### src/rtl/maxpool_ctrl.sv
// rtl/maxpool_ctrl.sv - 2x2 stride-2 max pooling sequencer over a D x H x W map
//
// Walks every 2x2 window (column fastest, then row, then channel), issues
// its four reads one per cycle, folds them through a single signed compare
// into an accumulator, and writes one maximum per window. 5 cycles/window.
//
// Ports:
//   clk, rst_n      clock, asynchronous active-low reset
//   start           begin a full pass (sampled only when idle)
//   busy, done      pass in progress / one-cycle end-of-pass pulse
//   rd_en, rd_addr  input buffer read strobe and address
//   rd_data         input buffer data, valid the cycle after rd_en
//   wr_en, wr_addr  output buffer write strobe and address
//   wr_data         pooled maximum
module maxpool_ctrl #(
  parameter int DATA_BITS     = 32,
  parameter int D             = 1,
  parameter int W             = 46,
  parameter int H             = 46,
  parameter int IN_ADDR_BITS  = 16,
  parameter int OUT_ADDR_BITS = 16
) (
  input  logic                     clk,
  input  logic                     rst_n,
  input  logic                     start,
  output logic                     busy,
  output logic                     done,
  output logic                     rd_en,
  output logic [IN_ADDR_BITS-1:0]  rd_addr,
  input  logic [DATA_BITS-1:0]     rd_data,
  output logic                     wr_en,
  output logic [OUT_ADDR_BITS-1:0] wr_addr,
  output logic [DATA_BITS-1:0]     wr_data
);

  localparam int CH_W  = (D > 1) ? $clog2(D) : 1;
  localparam int ROW_W = $clog2(H);
  localparam int COL_W = $clog2(W);

  typedef enum logic [1:0] {S_IDLE, S_ISSUE, S_LAST, S_FIN} state_t;

  state_t                   state_q, state_d;
  logic [1:0]               k_q, k_d;
  logic [CH_W-1:0]          ch_q, ch_d;
  logic [ROW_W-1:0]         r_q, r_d;
  logic [COL_W-1:0]         c_q, c_d;
  logic [DATA_BITS-1:0]     acc_q, acc_d;
  logic                     busy_q, busy_d;
  logic                     done_q, done_d;
  logic                     rd_en_q, rd_en_d;
  logic [IN_ADDR_BITS-1:0]  rd_addr_q, rd_addr_d;
  logic                     wr_en_q, wr_en_d;
  logic [OUT_ADDR_BITS-1:0] wr_addr_q, wr_addr_d;
  logic [DATA_BITS-1:0]     wr_data_q, wr_data_d;

  logic                     last_col, last_row, last_ch, rd_gt;
  logic [CH_W-1:0]          nxt_ch;
  logic [ROW_W-1:0]         nxt_r;
  logic [COL_W-1:0]         nxt_c;
  logic [DATA_BITS-1:0]     result;

  function automatic logic [IN_ADDR_BITS-1:0] in_addr(input logic [31:0] ch,
      input logic [31:0] r, input logic [31:0] c, input logic [1:0] k);
    logic [31:0] a;
    a = ch * 32'(H * W) + (r + {31'd0, k[1]}) * 32'(W) + c + {31'd0, k[0]};
    return a[IN_ADDR_BITS-1:0];
  endfunction

  function automatic logic [OUT_ADDR_BITS-1:0] out_addr(input logic [31:0] ch,
      input logic [31:0] r, input logic [31:0] c);
    logic [31:0] a;
    a = ch * 32'((H / 2) * (W / 2)) + (r >> 1) * 32'(W / 2) + (c >> 1);
    return a[OUT_ADDR_BITS-1:0];
  endfunction

  assign last_col = (c_q == COL_W'(W - 2));
  assign last_row = (r_q == ROW_W'(H - 2));
  assign last_ch  = (ch_q == CH_W'(D - 1));
  assign rd_gt    = $signed(rd_data) > $signed(acc_q);
  assign result   = rd_gt ? rd_data : acc_q;

  // Window counters for the window after the current one.
  always_comb begin
    nxt_c  = c_q + COL_W'(2);
    nxt_r  = r_q;
    nxt_ch = ch_q;
    if (last_col) begin
      nxt_c = '0;
      nxt_r = r_q + ROW_W'(2);
      if (last_row) begin
        nxt_r  = '0;
        nxt_ch = ch_q + CH_W'(1);
      end
    end
  end

  always_comb begin
    state_d   = state_q;
    k_d       = k_q;
    ch_d      = ch_q;
    r_d       = r_q;
    c_d       = c_q;
    acc_d     = acc_q;
    busy_d    = busy_q;
    done_d    = 1'b0;
    rd_en_d   = 1'b0;
    rd_addr_d = rd_addr_q;
    wr_en_d   = 1'b0;
    wr_addr_d = wr_addr_q;
    wr_data_d = wr_data_q;
    case (state_q)
      S_IDLE: begin
        if (start) begin
          state_d   = S_ISSUE;
          k_d       = 2'd0;
          ch_d      = '0;
          r_d       = '0;
          c_d       = '0;
          busy_d    = 1'b1;
          rd_en_d   = 1'b1;
          rd_addr_d = in_addr(32'd0, 32'd0, 32'd0, 2'd0);
        end
      end
      S_ISSUE: begin
        // rd_data carries the pixel issued for k-1; nothing is valid at k=0.
        if (k_q == 2'd1) begin
          acc_d = rd_data;
        end else if (k_q != 2'd0 && rd_gt) begin
          acc_d = rd_data;
        end
        if (k_q == 2'd3) begin
          state_d = S_LAST;
        end else begin
          k_d       = k_q + 2'd1;
          rd_en_d   = 1'b1;
          rd_addr_d = in_addr(32'(ch_q), 32'(r_q), 32'(c_q), k_q + 2'd1);
        end
      end
      S_LAST: begin
        acc_d     = result;
        wr_en_d   = 1'b1;
        wr_data_d = result;
        wr_addr_d = out_addr(32'(ch_q), 32'(r_q), 32'(c_q));
        if (last_col && last_row && last_ch) begin
          state_d = S_FIN;
          done_d  = 1'b1;
        end else begin
          // The next window's first read overlaps this window's write.
          state_d   = S_ISSUE;
          k_d       = 2'd0;
          ch_d      = nxt_ch;
          r_d       = nxt_r;
          c_d       = nxt_c;
          rd_en_d   = 1'b1;
          rd_addr_d = in_addr(32'(nxt_ch), 32'(nxt_r), 32'(nxt_c), 2'd0);
        end
      end
      S_FIN: begin
        state_d = S_IDLE;
        busy_d  = 1'b0;
      end
      default: state_d = S_IDLE;
    endcase
  end

  always_ff @(posedge clk or negedge rst_n) begin
    if (!rst_n) begin
      state_q   <= S_IDLE;
      k_q       <= '0;
      ch_q      <= '0;
      r_q       <= '0;
      c_q       <= '0;
      acc_q     <= '0;
      busy_q    <= 1'b0;
      done_q    <= 1'b0;
      rd_en_q   <= 1'b0;
      rd_addr_q <= '0;
      wr_en_q   <= 1'b0;
      wr_addr_q <= '0;
      wr_data_q <= '0;
    end else begin
      state_q   <= state_d;
      k_q       <= k_d;
      ch_q      <= ch_d;
      r_q       <= r_d;
      c_q       <= c_d;
      acc_q     <= acc_d;
      busy_q    <= busy_d;
      done_q    <= done_d;
      rd_en_q   <= rd_en_d;
      rd_addr_q <= rd_addr_d;
      wr_en_q   <= wr_en_d;
      wr_addr_q <= wr_addr_d;
      wr_data_q <= wr_data_d;
    end
  end

  assign busy    = busy_q;
  assign done    = done_q;
  assign rd_en   = rd_en_q;
  assign rd_addr = rd_addr_q;
  assign wr_en   = wr_en_q;
  assign wr_addr = wr_addr_q;
  assign wr_data = wr_data_q;

endmodule

### config.mk
export PLATFORM = sky130hd
export DESIGN_NAME = maxpool_ctrl
export DESIGN_NICKNAME = d
export VERILOG_FILES = /design/src/rtl/maxpool_ctrl.sv
export SDC_FILE = /design/constraint.sdc
export NUM_CORES = 1
export LEC_CHECK = 0
export CAP_MARGIN = 5
export CORE_ASPECT_RATIO = 0.9
export CORE_MARGIN = 3
export CORE_UTILIZATION = 55
export CTS_CLUSTER_DIAMETER = 50
export CTS_CLUSTER_SIZE = 10
export DETAILED_ROUTE_END_ITERATION = 10
export MAX_ROUTING_LAYER = met4
export PLACE_DENSITY_LB_ADDON = 0.08
export SLEW_MARGIN = 20
export SYNTH_ARGS = -nofsm -noshare
export SYNTH_HDL_FRONTEND = slang
export SYNTH_SLANG_ARGS = --single-unit
### constraint.sdc
create_clock -name clk -period 16.75 [get_ports clk]
set_input_delay 2.5125 -clock clk [delete_from_list [all_inputs] [get_ports clk]]
set_output_delay 2.5125 -clock clk [all_outputs]
set_load 0.02 [all_outputs]
==> metrics.md <==
| Metric | Value |
|---|---|
| CTS Buf Count | 9 |
| Cells after Synth | 1,053 |
| Worst hold path type | flip-flop to flip-flop |
| Fin area | 0.0113 sq mm |
| H-tree levels | 3 |
| Final cell count without fillers | 1,359 |
| Primary FF master, synth | dfrtp_1 |
| Async set-reset flop share out of synthesis | 1.00 |
| Final cycle utilization of the critical path | 0.364 |
| Postcts setup bufs | 0 |
| Area grow syn2layout | 13.8% |
| FF-to-FF End | rd_addr[12] |
| Hold path depth | 2 |
| # diodes | 0 |
| Commonest non-fill, non-tap cell in the layout | ha_1 |
| GRT Util Overall | 0.232 |
| Post-synthesis average cell area | 9.42 sq um |
| Register area | 0.00278 sq mm |
| CP arrival | 6.32 ns |
| Vias/cell | 5.66 |
| Hold Vio Cnt, Final | 0 |
| Detailed Place HPWL | 16,100 um |
| Result of the run | finished, final reports clean |
| Worst-case reg-to-reg path depth | 22 |
| Post-DP Area | 0.0110 sq mm |
| Startpoint types | flip-flop |
| GP Congestion | 0.871 |
| Clock buffer depth | 2 |
| Register area share after synthesis | 0.280 |
| CP Max Fanout | 8 |
| Overflow after GRT | 0 |
| I/O pins | 103 |
| DRT iter0 DRCs | 460 |
| Min-delay src | rd_addr[2] |
| RSZ-0062 raised after global routing | no |
| Area of the multi-input gates | 0.00642 sq mm |
| Warnings from Yosys | 0 |
| Layout cells sized above 1 | 0.0338 |
| Leakage | 5.71 nW |
| Reg clk slew, reported paths | 0.07 ns |
| Actual slew at the worst max-slew pin | 1.02 ns |
| Hold worst-path end | rd_addr[2] |
| Register-to-Register Setup Slack | 10.65 ns |
| Skew-Pair Late Insertion Delay | 0.36 ns |
| Largest net degree at the start of global routing | 64 |
| DRC errors left | 0 |
| Slew margin rel. | 0.300 |
| # placed instances | 1,343 |
| DRT antenna net count | 0 |
| Placement Rows | 45 |
| Die width | 148 um |
| Fmax | 0.164 GHz |
| Pwr Density | 145 mW/mm^2 |
| Num Clock Sinks | 111 |
| Initial antenna violation count | 0 |
| CP endpoint kind | flip-flop |
| Most frequent cells in the layout | ha_1 (145), inv_1 (124), dfrtp_1 (111), nand2_1 (100), clkdlybuf4s50_1 (95) |
| Yosys cell types | 63 |
| Chip height | 133 um |
| Maxcap violations | 0 |
| Cell Area, Synth | 0.00992 sq mm |
| # hold bufs at CTS | 0 |
| Global-route wire length before repair | 36,700 um |
| Total Wirelength | 21,600 um |
| Final nets | 1,327 |
| DR WL/cell | 15.9 um |
| WS Path Type | flip-flop to flip-flop |
| Pre-Repair DR Iteration Count | 5 |
| Fill cells | 1,468 |
| Reg2reg start | r_q[2] |
| Root Buffer | clkbuf_16 |
| Final Max Slew Viols | 0 |
| Floorplan Core Area | 0.0173 sq mm |
| TritonCTS clock tree | built |
| EDFF count, synth | 0 |
| Setup violators final | 0 |
| Max VDD drop | 0.101 mV |
| CP Data Required Time | 16.97 ns |
| Total die area | 0.0197 sq mm |
| Worst Skew | 0.00811 ns |
| Min Clock Period, post-route | 6.10 ns |
| Total power | 1.64 mW |
| Synthesized flop and latch total | 111 |
| Vias in the first global route | 7,374 |
| Post_cts resized | 0 |
| Vias | 7,694 |
| Starting Density | 0.574 |
| Port Buffers | 96 |
| Setup Total Neg Slack | 0 ns |
## critical path, cell delays in order (launching register included)
cell      delay (ns)
dfrtp_1         0.56
ha_1            0.36
nand2_1         0.07
nor3_1          0.65
o21ai_0         0.15
nand2_1         0.10
o31ai_1         0.16
ha_1            0.36
inv_1           0.05
fa_1            0.50
fa_1            0.55
inv_1           0.04
ha_1            0.35
xnor2_1         0.15
ha_1            0.27
ha_1            0.31
o21ai_0         0.10
o21bai_1        0.16
a21oi_1         0.12
nor4b_1         0.48
nand3_1         0.17
xor2_1          0.16
o221ai_1        0.12
## final cells by class
type,instances,area share
clock buffer,11,0.0224
sequential,111,0.246
tap,235,0.0261
multi-input combinational,772,0.569
clock inverter,5,0.00699
timing repair buffer,101,0.0883
inverter,124,0.0412
## registers in the layout, indices dropped and copies added (netlist names)
register	flops
rd_addr	14
done	1
c_q	6
k_q	2
state_q	2
rd_en	1
acc_q	32
ch_q	1
r_q	6
wr_en	1
busy	1
wr_data	32
wr_addr	12
## routing by layer
| metal | vias to the layer above | part of all wire | GRT usage |
|---|---|---|---|
| li1 | 3852 | - | - |
| met1 | 3674 | 0.52 | 0.342 |
| met2 | 147 | 0.44 | 0.344 |
| met3 | 21 | 0.037 | 0.0344 |
| met4 | 0 | 0.012 | 0.0455 |
| met5 | - | 0 | - |
## stage by stage
stage	util	hold WS (ns)	setup slack, ns
after floorplan	-	0.488	11.41
after global placement	0.634	0.463	10.59
after detailed placement	0.634	0.469	10.61
after CTS	0.653	0.485	10.68
after global routing	0.653	0.498	10.15
final	0.653	0.486	10.65
## power by group
part | switching [mW] | total, mW | leakage [nW] | internal [mW]
Sequential | 0.0819 | 0.458 | 1.41 | 0.376
Clock | 0.0990 | 0.238 | 0.166 | 0.139
Combinational | 0.530 | 0.943 | 4.13 | 0.413
Total | 0.711 | 1.64 | 5.71 | 0.928
## worst max path at each step
stage | from | to | slack, ns | cells after the start
after global placement | rd_data[31] | wr_data[25] | 10.59 | 8
after global routing | c_q[5] | rd_addr[12] | 10.15 | 20
final | r_q[2] | rd_addr[12] | 10.65 | 22
after CTS | r_q[2] | rd_addr[12] | 10.68 | 22
after floorplan | c_q[1] | rd_addr[12] | 11.41 | 21
after detailed placement | rd_data[31] | wr_data[27] | 10.61 | 8
## logic make-up (layout without fill, tap and decap cells)
logic type      count (synthesis)  after routing  synth area share
fa+ha+maj                     173            173             0.239
mux                            75             75            0.0809
buf+inv                       175            241            0.0770
other cells                     1              6          0.000378
flops                         111            111             0.280
simple gates                  243            243             0.117
xor+xnor                       42             42            0.0371
compound gates                233            233             0.169
## cell usage after synthesis, types with 5 or more instances
master      n  area [sq um]
fa_1       27           541
a311o_1    32           320
and3_1      7          43.8
o31ai_1     6          45.0
buf_4       6          45.0
mux2i_1    34           340
nor2b_1    38           238
a21o_1     15           113
inv_1     124           465
a21oi_1    44           220
mux2_1     32           360
ha_1      146          1830
xnor2_1    25           219
o21a_1     14           105
o21ai_0    33           165
a22oi_1     5          37.5
xor2_1     17           149
nand4_1    10          62.6
nand3_1    23           115
clkbuf_1   31           116
mux2_2      9           101
o211ai_1   33           248
nor2_1     39           146
dfrtp_1   111          2780
nor3_1      7          35.0
a211oi_1   12          90.1
nand2_1   100           375
(Power assumes the default switching activity.)
